===== src/rtl/usb_buffer_pkg.sv =====
// usb_buffer_pkg: shared sizing constants and types for the USB data buffer
package usb_buffer_pkg;
    localparam int BUF_DEPTH  = 64;
    localparam int BUF_DATA_W = 8;
    localparam int BUF_OCC_W  = $clog2(BUF_DEPTH) + 1;
    typedef logic [$clog2(BUF_DEPTH)-1:0] buf_ptr_t;
    typedef logic [BUF_OCC_W-1:0]         buf_occ_t;
endpackage


===== src/rtl/usb_buffer_fifo_core.sv =====
// usb_buffer_fifo_core: circular byte store with pointers, fill count and clear
module usb_buffer_fifo_core
    import usb_buffer_pkg::*;
#(
    parameter int DATA_W = BUF_DATA_W,
    parameter int DEPTH  = BUF_DEPTH,
    parameter int OCC_W  = BUF_OCC_W
) (
    input  logic              clk,
    input  logic              rst,
    input  logic              clear_i,
    input  logic              push_i,
    input  logic [DATA_W-1:0] wdata_i,
    input  logic              pop_i,
    output logic [DATA_W-1:0] rdata_o,
    output logic              pop_ok_o,
    output logic [OCC_W-1:0]  count_o
);
    localparam int PTR_W = $clog2(DEPTH);
    logic [DATA_W-1:0] mem_q [DEPTH];
    logic [PTR_W-1:0]  wptr_q, wptr_d, rptr_q, rptr_d;
    logic [OCC_W-1:0]  cnt_q, cnt_d;
    logic              full, empty, push_ok;
    // A pop frees a slot this cycle, so a push while full is accepted only alongside a pop
    always_comb begin
        empty    = cnt_q == '0;
        full     = cnt_q == OCC_W'(DEPTH);
        pop_ok_o = pop_i & ~empty & ~clear_i;
        push_ok  = push_i & (~full | pop_ok_o) & ~clear_i;
        wptr_d   = clear_i ? '0 : wptr_q + PTR_W'(push_ok);
        rptr_d   = clear_i ? '0 : rptr_q + PTR_W'(pop_ok_o);
        cnt_d    = clear_i ? '0 : cnt_q + OCC_W'(push_ok) - OCC_W'(pop_ok_o);
    end
    // Storage is never reset; only pointers and count define validity
    always_ff @(posedge clk) begin
        if (push_ok) mem_q[wptr_q] <= wdata_i;
    end
    // Pointer and count registers
    always_ff @(posedge clk or posedge rst) begin
        if (rst) begin
            wptr_q <= '0;
            rptr_q <= '0;
            cnt_q  <= '0;
        end else begin
            wptr_q <= wptr_d;
            rptr_q <= rptr_d;
            cnt_q  <= cnt_d;
        end
    end
    assign rdata_o = mem_q[rptr_q];
    assign count_o = cnt_q;
endmodule


===== src/rtl/usb_data_buffer.sv =====
// usb_data_buffer: shared TX/RX byte FIFO with routed, registered pop outputs
module usb_data_buffer
    import usb_buffer_pkg::*;
#(
    parameter int DATA_W = BUF_DATA_W,
    parameter int DEPTH  = BUF_DEPTH,
    parameter int OCC_W  = BUF_OCC_W
) (
    input  logic              clk,
    input  logic              rst,
    input  logic              clear,
    input  logic              flush,
    input  logic              store_tx_data,
    input  logic [DATA_W-1:0] tx_data,
    input  logic              store_rx_data,
    input  logic [DATA_W-1:0] RX_packet_data,
    input  logic              get_tx_data,
    input  logic              get_rx_data,
    output logic [OCC_W-1:0]  buff_occ,
    output logic [DATA_W-1:0] TX_packet_data,
    output logic [DATA_W-1:0] RX_data
);
    logic [DATA_W-1:0] rdata, tx_q, tx_d, rx_q, rx_d;
    logic              pop_ok;
    usb_buffer_fifo_core #(.DATA_W(DATA_W), .DEPTH(DEPTH), .OCC_W(OCC_W)) u_core (
        .clk      (clk),
        .rst      (rst),
        .clear_i  (clear | flush),
        .push_i   (store_tx_data | store_rx_data),
        .wdata_i  (store_tx_data ? tx_data : RX_packet_data),
        .pop_i    (get_tx_data | get_rx_data),
        .rdata_o  (rdata),
        .pop_ok_o (pop_ok),
        .count_o  (buff_occ)
    );
    // The TX pop request wins the head byte when both pops are asserted
    always_comb begin
        tx_d = (pop_ok & get_tx_data) ? rdata : tx_q;
        rx_d = (pop_ok & ~get_tx_data) ? rdata : rx_q;
    end
    // Output byte registers hold until a pop is routed to them
    always_ff @(posedge clk or posedge rst) begin
        if (rst) begin
            tx_q <= '0;
            rx_q <= '0;
        end else begin
            tx_q <= tx_d;
            rx_q <= rx_d;
        end
    end
    assign TX_packet_data = tx_q;
    assign RX_data        = rx_q;
endmodule


===== config.mk =====
export PLATFORM = sky130hd
export DESIGN_NAME = usb_data_buffer
export DESIGN_NICKNAME = d
export VERILOG_FILES = /design/src/rtl/usb_buffer_pkg.sv /design/src/rtl/usb_buffer_fifo_core.sv /design/src/rtl/usb_data_buffer.sv
export SDC_FILE = /design/constraint.sdc
export NUM_CORES = 1
export LEC_CHECK = 0
export CORE_UTILIZATION = 55
export CTS_CLUSTER_DIAMETER = 200
export DETAILED_ROUTE_END_ITERATION = 7
export GPL_TIMING_DRIVEN = 0
export PLACE_DENSITY_LB_ADDON = 0.05
export RECOVER_POWER = 50
export SETUP_SLACK_MARGIN = 0.5
export SYNTH_ARGS = -nofsm -noshare
export SYNTH_HDL_FRONTEND = slang
export SYNTH_SLANG_ARGS = --single-unit

===== constraint.sdc =====
create_clock -name clk -period 9.18 [get_ports clk]
set_clock_uncertainty 0.05 [all_clocks]
set_input_delay 1.377 -clock clk [delete_from_list [all_inputs] [get_ports clk]]
set_output_delay 1.377 -clock clk [all_outputs]
set_load 0.05 [all_outputs]

# After elaboration in Yosys (flattened, before gate mapping)
# Memory sizes are Yosys's and may differ from the RTL's.
# Index checks and enable logic that the tools add are counted.
[totals] reg_bits=35 ram_bits=512 in_bits=24 output_inout_bits=23 memories=1
[op_classes] addsub=4 eq_ne=1 mux=6 n_bitwise=14 reduce_logical=1
[memory_table] name="u_core.mem_q" depth=64 width=8 rd=1 rd_clocked_by_memory_dff=0 write_ports=1 line="usb_buffer_fifo_core.sv:20" source="logic [DATA_W-1:0] mem_q [DEPTH];"
[ops] cell="adder 6 x 1 -> 6 bit" n=2
[ops] cell="two-way mux 6 bit" n=2
[ops] cell="two-way mux 8 bit" n=1
[ops] cell="adder 7 x 1 -> 7 bit" n=1
[ops] cell="equality test 7 bit (second input constant)" n=1
[ops] cell="logical NOT 7 bit" n=1
[ops] cell="two-way mux 7 bit" n=1
[ops] cell="subtractor 7 x 1 -> 7 bit" n=1
[ops] cell="AND 1 bit" n=6
[ops] cell="inverter 1 bit" n=4
[ops] cell="bitwise OR 1 bit" n=4
[ops] cell="two-way mux 1 bit" n=2

# Logic depth before layout (Yosys ltp)
[logic_depth] ltp_word=10 depth_mapped=15 depth_no_buf=15

# Hierarchy
# From an unflattened synthesis, not the netlist that was laid out.
[unflattened] hier_cells=1075 area_unflattened_um2=21687.0
[modules_own_cells] module="usb_buffer_fifo_core" n_inst=1 cells_each=1027 area_each_um2=20927.6 seq_area_each_um2=15850.2
[modules_own_cells] module="usb_data_buffer" n_inst=1 cells_each=48 area_each_um2=759.5 seq_area_each_um2=400.4

# Worst setup path after synthesis
# Ideal clock, no wire load.
[synth_timing] kind="input to register" from="input flush" to="register u_core.cnt_q[6], in the netlist u_core.count_o[6]" arrival_time_ns=3.627 slack_ns=5.425 path_stages=13 n_path_buf=0 path_cell_list="nor2_1 o21a_1 nor2b_1 ha_1 inv_1 ha_1 fa_1 a21oi_1 o21bai_1 a21oi_1 nor2_1 or3_1 a21oi_1"
[synth_via] elab_chain_cells=9
[synth_lines] element="start, declared" line="usb_data_buffer.sv:12" source="input logic flush,"
[synth_lines] element="bitwise OR 1 bit (*)" line="usb_data_buffer.sv:28" source=".clear_i (clear | flush),"
[synth_lines] element="inverter 1 bit" line="usb_buffer_fifo_core.sv:28, usb_buffer_fifo_core.sv:29"
[synth_lines] element="AND 1 bit" line="usb_buffer_fifo_core.sv:28" source="pop_ok_o = pop_i & ~empty & ~clear_i;"
[synth_lines] element="bitwise OR 1 bit" line="usb_buffer_fifo_core.sv:29" source="push_ok = push_i & (~full | pop_ok_o) & ~clear_i;"
[synth_lines] element="AND 1 bit (2 in series)" line="usb_buffer_fifo_core.sv:29"
[synth_lines] element="adder 7 x 1 -> 7 bit" line="usb_buffer_fifo_core.sv:32" source="cnt_d = clear_i ? '0 : cnt_q + OCC_W'(push_ok) - OCC_W'(pop_ok_o);"
[synth_lines] element="subtractor 7 x 1 -> 7 bit" line="usb_buffer_fifo_core.sv:32"
[synth_lines] element="two-way mux 7 bit (*)" line="usb_buffer_fifo_core.sv:32"
[synth_lines] element="via u_core.cnt_d[6]" line="usb_buffer_fifo_core.sv:22" source="logic [OCC_W-1:0] cnt_q, cnt_d;"
[synth_lines] element="end signal, assigned" line="usb_buffer_fifo_core.sv:47" source="cnt_q <= cnt_d;"
[synth_lines] element="end, declared" line="usb_buffer_fifo_core.sv:22"
# The timed path passes the listed nets; every way through them passes the cells marked *.
# A chain may end at the register's enable or synchronous reset.

# Final worst setup path
[layout_timing] from="input clear" to="memory u_core.mem_q[38][3] (netlist name) (enable)"
[layout_via] elab_chain_cells=8
[layout_lines] element="start, declared" line="usb_data_buffer.sv:11" source="input logic clear,"
[layout_lines] element="bitwise OR 1 bit (*)" line="usb_data_buffer.sv:28"
[layout_lines] element="inverter 1 bit (*)" line="usb_buffer_fifo_core.sv:28, usb_buffer_fifo_core.sv:29"
[layout_lines] element="AND 1 bit" line="usb_buffer_fifo_core.sv:28"
[layout_lines] element="bitwise OR 1 bit" line="usb_buffer_fifo_core.sv:29"
[layout_lines] element="AND 1 bit" line="usb_buffer_fifo_core.sv:29"
[layout_lines] element="AND 1 bit (*)" line="usb_buffer_fifo_core.sv:29"
[layout_lines] element="two-way mux 1 bit (*)" line="usb_buffer_fifo_core.sv:36" source="if (push_ok) mem_q[wptr_q] <= wdata_i;"
[layout_lines] element="two-way mux 1 bit (implied by the code) (*)" line="usb_buffer_fifo_core.sv:36"
[layout_lines] element="end, declared" line="usb_buffer_fifo_core.sv:20"
# Every way passes the cells marked *; elsewhere a longest branch is shown, timed or not.

==> out/results.txt <==
Synthesis produced 1123 cells. The largest fanout on the critical path came out at 8. Summed over all cells, the static leakage comes to 7.62 nW.

The per-cell via count in the routed design is 6.41, and the post-CTS setup repair buffer count is 0. The main combinational cell family by area after synthesis is multiplexers. For the achievable frequency, the log shows 218 MHz. Final critical-path setup slack: 4600 ps.

The largest area contributor in the synthesized netlist is sky130_fd_sc_hd__edfxtp_1. The multiplexer fraction of the synthesized cell area was 15.0%; the cell count of the worst reg-to-reg path was 8. The cell type with the highest occurrence count on the critical path was sky130_fd_sc_hd__nor2_1. The start-to-end type of the worst setup path was in2reg.

The number of gates resized after CTS was 0. Summing every instance area after synthesis gives 21900 um^2. After detailed routing, the average wire length per cell comes to 30.8 um. The number of CTS-inserted buffers was 55; the post-layout minimum cycle time was 4580 ps. The xor-xnor portion of the synthesized cell area works out to 0.441%. Among all stages on the critical path, the largest delay is contributed by sky130_fd_sc_hd__nor2_1. STA classifies the critical path endpoint as a flop.

For the final routed database, the setup TNS stands at 0 ps. The synthesized design contains 547 register bits. After detailed placement, the total cell area comes to 23000 um^2. The count of H-tree levels built during CTS came out at 2.

The checks that failed: max-capacitance violations, max-slew violations. The clock reaches the later pin of the worst-skew pair after 620 ps. Post-synthesis compound-gate area fraction: 3.38%.

Counting along the longest clock path gives a buffer depth of 3. The path class of the tightest hold or removal check is reg2reg. The first global-routing pass estimated 79900 um of wire. The logs give 16300 um^2 for the area taken by flip-flops and latches and 11.4k for the total number of vias. By area the synthesized netlist is led by sky130_fd_sc_hd__edfxtp_1 (70%), sky130_fd_sc_hd__mux4_2 (9.7%), sky130_fd_sc_hd__dfrtp_1 (4.0%), sky130_fd_sc_hd__mux2i_1 (3.2%), sky130_fd_sc_hd__nor2_1 (1.5%). Net switching is 23.3% of the power.

The initial antenna violation count was 0; the worst slew slack as a fraction of its limit was -60.0%. Entering global routing, the biggest net connects 65 pins. The x dimension of the die is 201 um, and the count of endpoints failing setup in the final report is 0. After the last flow step, the layout net total stands at 1264. Sorting the synthesized cells by how often they occur yields sky130_fd_sc_hd__edfxtp_1 (512), sky130_fd_sc_hd__mux4_2 (94), sky130_fd_sc_hd__nor2_1 (88), sky130_fd_sc_hd__mux2i_1 (70), sky130_fd_sc_hd__dfrtp_1 (35). In the synthesized netlist the async set-or-reset flop fraction comes to 6.40%. The clock drives 547 sinks.

TritonCTS built the clock tree. Counting every net in the synthesized netlist gives 1161. The detail route stage leaves a number of antenna-violating nets equal to 0. The routed wire length was 55000 um; the number of diodes was 0. After clock tree synthesis, the clock-pin slew on the worst setup and hold paths is 60 ps. The share of the clock period used by the worst path after layout came out at 49.9%. Counting the fill cells in the layout gives 2712. The detailed-placement wirelength estimate is 35600 um, and the total track usage is 28.2%. Yosys mapped the design onto 52 distinct sky130hd cell types. The tools report the core area as 38900 um^2. The tree is rooted in a sky130_fd_sc_hd__clkbuf_16. The launch point of the critical path is clear. The tools report the number of rows created at floorplan as 72. Setup repair after global routing left no endpoint under its margin.

For the worst setup path, the data arrival time is 4760 ps. Relative to the synthesized area, the layout overhead comes to 13.0%. The logs give 9 for the max capacitance violation total and 24700 um^2 for the design area. Data on the critical path is required at its endpoint by 9360 ps. The number of DRC violations after detailed-routing iteration 0 was 1356. The run finished, with violations left. Yosys printed 0 warnings.

The power per standard cell area came out at 223 nW/um^2. The first TritonRoute pass finished after 5 iterations. Timing analysis after detailed placement gives a worst setup slack of 4140 ps. Dividing the synthesized area by the synthesized cell count gives 19.5 um^2.

The switching power summed over all nets came out at 1.28 mW. For this run, the slowest stage of the critical path takes 1080 ps. Commonest register cell after synthesis: sky130_fd_sc_hd__edfxtp_1. The congestion estimate from routability-driven global placement came to 0.989. Worst-margin pin slew: 2400 ps. The run gives 47 as the top-level I/O count. The run gives 532 as the max-slew violation count. Via count of the first global-routing pass: 11.4k.

Reg-to-reg critical path startpoint: u_core.rptr_q[0]$_DFF_PP0_. From bottom edge to top edge, the die measures 201 um. The number of enable flip-flop cells after synthesis is 512, and the clock network power share is 39.6%. Number of cells on the worst hold path: 2. The adder-cell area share of the yosys netlist is 0.836%, and the total overflow reported by the global router is 0. Traced cell by cell, the critical path runs through dlygate4sd3_1, nor2_1, o221a_2, nor2b_1, nand3_1, nor2_1.

Sequential cells burn 51.4% of the power. The logs give 5.50 mW for the total power draw and 74.4% for the fraction of the yosys area taken by sequential cells. The type of element launching the critical path is an input pin. Hold path startpoint: RX_data[7]$_DFFE_PP0P_.

After clock tree synthesis, the flow added hold-fix buffers numbering 0. The top-area cell type share of the netlist area came out at 70.4%. The synthesized netlist devotes 4.27% of its cell area to simple gates. The multi-input combinational cells in the finished layout cover a total of 5220 um^2. Yosys instantiated no cell more often than sky130_fd_sc_hd__edfxtp_1. Buffers placed on the I/O ports in this run total 45.

The final number of hold-violating endpoints was 0. The die covers 40500 um^2. The initial utilization of the core area, before any placement, comes to 56.2%. The tools report the DRC violation count after routing as 0. The internal portion of the total power is 4.22 mW. The tools report the worst IR drop on VDD as 0.000157 V. The combinational cell fraction of total power is 9.1%, and the share of post-route cells with drive strength above 1 is 17.4%.
## routing by layer
metal	up-vias	wire length [um]	track usage, %
li1	4772	-	-
met1	5990	23100	41.6
met2	563	25100	41.8
met3	112	4670	5.81
met4	0	2120	10.7
met5	-	0	0
## critical path: cells and delay by family
family,cells,cell delay (ps)
buffers and inverters,1,540
and+or+nand+nor,4,2450
AOI/OAI and AO/OA,1,370
## worst paths after layout
kind	end	slack (ps)
max in group asynchronous	u_core.rptr_q[0]$_DFF_PP0_	6590
min in group asynchronous	u_core.count_o[0]$_DFF_PP0_	1610
worst min-delay path	RX_data[7]$_DFFE_PP0P_	440
worst max-delay path	u_core.mem_q[38][3]$_DFFE_PP_	4600
worst min register to register	RX_data[7]$_DFFE_PP0P_	440
worst max register to register	TX_packet_data[0]$_DFFE_PP0P_	4820
## power by group through the flow
stage	clock network (mW)	registers (mW)	logic, mW
after global placement	0	2.87	0.495
final	2.18	2.82	0.499
after detailed placement	0	2.87	0.503
after floorplan	0	2.99	0.197
after CTS	2.20	2.82	0.503
after global routing	2.28	2.83	0.529
## sequential cells by signal, summed over array words and instances, names as in the netlist
signal and flops:
u_core.mem_q 512, RX_data 8, TX_packet_data 8, u_core.count_o 7, u_core.rptr_q 6, u_core.wptr_q 6
## area by class of cell
cell class / instances / area share, %
well taps: 518 / 2.63
flip-flops and latches: 547 / 65.8
plain buffers: 59 / 1.36
clock inverters: 33 / 1.22
multi-input cells: 507 / 21.2
clock buffers: 65 / 5.81
inverters: 10 / 0.152
repair buffers: 46 / 1.84
## cell usage in the layout (no fill, tap or decap), types with 9 or more instances in the layout
cell type,Yosys,routed
sky130_fd_sc_hd__a221oi_1,10,10
sky130_fd_sc_hd__a22oi_1,28,28
sky130_fd_sc_hd__buf_1,9,9
sky130_fd_sc_hd__buf_2,15,15
sky130_fd_sc_hd__buf_4,11,9
sky130_fd_sc_hd__clkbuf_1,17,29
sky130_fd_sc_hd__clkbuf_16,0,56
sky130_fd_sc_hd__clkdlybuf4s50_1,0,43
sky130_fd_sc_hd__clkinv_1,0,14
sky130_fd_sc_hd__dfrtp_1,35,35
sky130_fd_sc_hd__edfxtp_1,512,512
sky130_fd_sc_hd__ha_1,13,13
sky130_fd_sc_hd__inv_1,10,10
sky130_fd_sc_hd__mux2_2,17,9
sky130_fd_sc_hd__mux2i_1,70,70
sky130_fd_sc_hd__mux4_1,10,10
sky130_fd_sc_hd__mux4_2,94,94
sky130_fd_sc_hd__nand2_1,26,26
sky130_fd_sc_hd__nand3_1,21,21
sky130_fd_sc_hd__nor2_1,88,88
sky130_fd_sc_hd__nor2b_1,14,14
sky130_fd_sc_hd__o21ai_0,7,9
## logic make-up (layout without fill, tap and decap cells)
family / after synthesis / count (layout)
AO/OA/AOI/OAI: 96 / 96
multiplexers: 191 / 191
adder cells (fa/ha/maj): 14 / 14
flip-flops: 547 / 547
XOR/XNOR: 11 / 11
AND/OR/NAND/NOR: 195 / 195
buffers and inverters: 69 / 213
## stage by stage
step | util [%] | instances | hold slack, ps
final | 63.4 | 1785 | 439
after global routing | 63.4 | 1785 | 467
after CTS | 63.4 | 1784 | 440
after detailed placement | 59.0 | 1686 | 427
after global placement | 59.0 | 1686 | 421
after floorplan | - | 1123 | 519
(Power assumes the default switching activity.)
==> variant (config.mk and constraints unchanged) <==
Take the reset off `rx_q` and load it in a clocked block of its own.
--- a/src/rtl/usb_data_buffer.sv
+++ b/src/rtl/usb_data_buffer.sv
@@ -42,11 +42,13 @@
     always_ff @(posedge clk or posedge rst) begin
         if (rst) begin
             tx_q <= '0;
-            rx_q <= '0;
         end else begin
             tx_q <= tx_d;
-            rx_q <= rx_d;
         end
+    end
+
+    always_ff @(posedge clk) begin
+        rx_q <= rx_d;
     end
     assign TX_packet_data = tx_q;
     assign RX_data        = rx_q;
Formal check against the unedited RTL: differs if rst is asserted again (counterexample within 4 cycles, from zero or initial values and one cycle with rst high); with rst held inactive, the same outputs for 4 cycles.
==> variant against the unedited design <==
The run ends with DRC, capacitance limit, slew limit left; power decreased by 3.3%; area after synthesis decreased by 0.46%; highest routed layer unchanged; setup slack lost 590 ps; cell area down 0.69%; die area fell by 0.45%; global-route usage fell by 1.6 points; wire length shrank 5.6%; sequential cell count is the same.
==> variant: results (changes against the unedited design) <==
## Cells and area
• 1276 — Nets, +0.95%
• 512 — number of flip-flops in the largest register, unchanged
• u_core.mem_q — Top reg by flops
• 0 — antenna diode instance count, unchanged
• 17.0% — layout cell share with drive strength beyond 1, -0.35 points

## Clock network
• 3 — maximum clock insertion buffer count, unchanged
• clkbuf_16 — library cell used as clock root buffer
• 0 — number of instances resized during post-cts repair, unchanged
• 600 ps — clock insertion delay at the later pin of the skew report, -20 ps
• 2 — level count of the clock H-tree, unchanged
• 60 ps — clock transition time at the flip-flop clock pins of the worst setup and hold paths, about the same
• yes — CTS tree
• 54 — cts bufs inserted, -1.8%
• 0 — number of buffers inserted by post-CTS setup repair, unchanged

## Run status
• DRC, capacitance limit, slew limit — failing checks
• complete, but fails checks — run status

## Synthesis
• 74.9% — sequential element share of the synthesized area, +0.53 points
• edfxtp_1 — prevailing post-synth register cell
• 4.94% — proportion of synthesized flip-flops having asynchronous set or reset, -1.5 points
• 520 — count of flip-flops with a built-in enable after synthesis, +1.6%
• 0 — Yosys warnings, unchanged
• 1175 — Syn Nets, +1.2%
• edfxtp_1 (72%), mux4_2 (9.7%), mux2i_1 (3.3%) — main area contributors after synthesis
• 52 — count of distinct cell types in the synthesized netlist, unchanged
• edfxtp_1 (520), mux4_2 (94), nor2_1 (94), mux2i_1 (72), a22oi_1 (43) — Commonest cells post-synth

## Global routing
• 65 — largest net degree at the start of global routing, unchanged
• 75800 um — first-pass GRT wire length, -5.1%
• 0 — initial antenna violation count, unchanged
• 26.6% — GRT Total Usage, -1.6 points

## Worst setup path
• 5460 ps — arrival time of the worst setup path, +700 ps
• 1000 ps — Critical Path Max Stage Delay, -80 ps
• clkbuf_1 — Max stage delay cell, worst path
• 10 — CP Max Fanout, +2

## Job
• 8 — maxcap violations, -1

## STA
• -57.5% — headroom to the max-slew limit, +2.5 points
• 0 — Final setup violation count, unchanged
• 520 — number of max-slew violations in the final report, -2.3%

## Detailed routing
• 8 — DRT Pass-1 Iters, +3
• 1147 — DRC marker count from the first detailed-route iteration, -15%
• 24 — # DRC, +24
• 11.2k — number of vias after detailed routing, -2.5%
• 28.9 um — WL/cell, -6.3%

## Power
• 7.56 nW — Leak, -0.83%
• 0.180 mV — maximum ir drop on the vdd rail, +15%

## Hold path
• reg2reg — path type of the worst min-delay path

## Place
• 0.936 — final weighted congestion of routability-driven global placement, -5.3%
• 34200 um — dpl hpwl, -4.1%
• 45 — buffers added on ports, unchanged

[variant: cell count changes after synthesis, moves of 8 or more]
cell      before  now
a21oi_1        7   17
a221o_1        8    0
a221oi_1      10    1
a22oi_1       28   43
buf_2         15   25
dfrtp_1       35   27
edfxtp_1     512  520
mux2_2        17   27
nor3b_1        8    0
[variant: area by class of cell]
| type | instances | area [um2] |
|---|---|---|
| Buffer | 58 | 263 |
| Timing Repair Buffer | 45 | 450 |
| Tap cell | 518 | 648 |
| Multi-Input combinational cell | 521 | 5130 |
| Sequential cell | 547 | 16300 |
| Clock buffer | 78 | 1550 |
| Fill cell | 2759 | 14300 |
| Clock inverter | 21 | 140 |
| Inverter | 11 | 41.3 |
[variant: metal layers]
| layer | GRT usage (%) | share of wire, % | vias to the layer above |
|---|---|---|---|
| li1 | - | - | 4780 |
| met1 | 40.5 | 44 | 5816 |
| met2 | 38.5 | 44 | 485 |
| met3 | 6.27 | 9.3 | 75 |
| met4 | 7.96 | 2.3 | 0 |
| met5 | 0 | 0 | - |
[variant: critical path: cells and delay by family, from the launching register on]
kind,cells,cell delay (ps)
buf+inv,4,3230
compound gates,3,740
mux,1,440
flops,1,350
simple gates,1,90
[variant: final timing paths]
kind                                         from                 to  slack [ps]  cells after the start
worst max register to register   u_core.rptr_q[0]         RX_data[7]        4000                      9
max in group asynchronous                     rst  TX_packet_data[1]        6860                      2
min in group asynchronous                     rst  u_core.count_o[6]        1480                      2
worst min register to register  TX_packet_data[7]  TX_packet_data[7]         440                      2
worst min-delay path            TX_packet_data[7]  TX_packet_data[7]         440                      2
worst max-delay path             u_core.rptr_q[0]         RX_data[7]        4000                      9
[variant: power breakdown]
part / total, W / switching [W] / internal [W]
registers: 0.00280 / 0.0000183 / 0.00279
clock network: 0.00212 / 0.000901 / 0.00122
logic: 0.000398 / 0.000266 / 0.000132
[variant: kinds of logic (layout without fill, tap and decap cells)]
family / count (synthesis) / after routing / share of synthesized area (%)
DFF: 547 / 547 / 74.9
and+or+nand+nor: 201 / 201 / 4.26
adders and majority gates: 14 / 14 / 0.840
xor gates and xnor gates: 11 / 11 / 0.443
AOI/OAI and AO/OA: 99 / 99 / 3.23
muxes: 196 / 196 / 14.8
buffers and inverters: 69 / 213 / 1.52
[variant: metrics by stage]
step	util, %	cell area, um2	setup slack (ps)	cells
3_3_place_gp	58.9	22900	4580	1700
4_1_cts	63.2	24500	5200	1799
3_5_place_dp	58.9	22900	4590	1700
6_report	63.1	24500	4000	1799
2_1_floorplan	-	21800	5430	1137
5_1_grt	63.1	24500	3820	1799
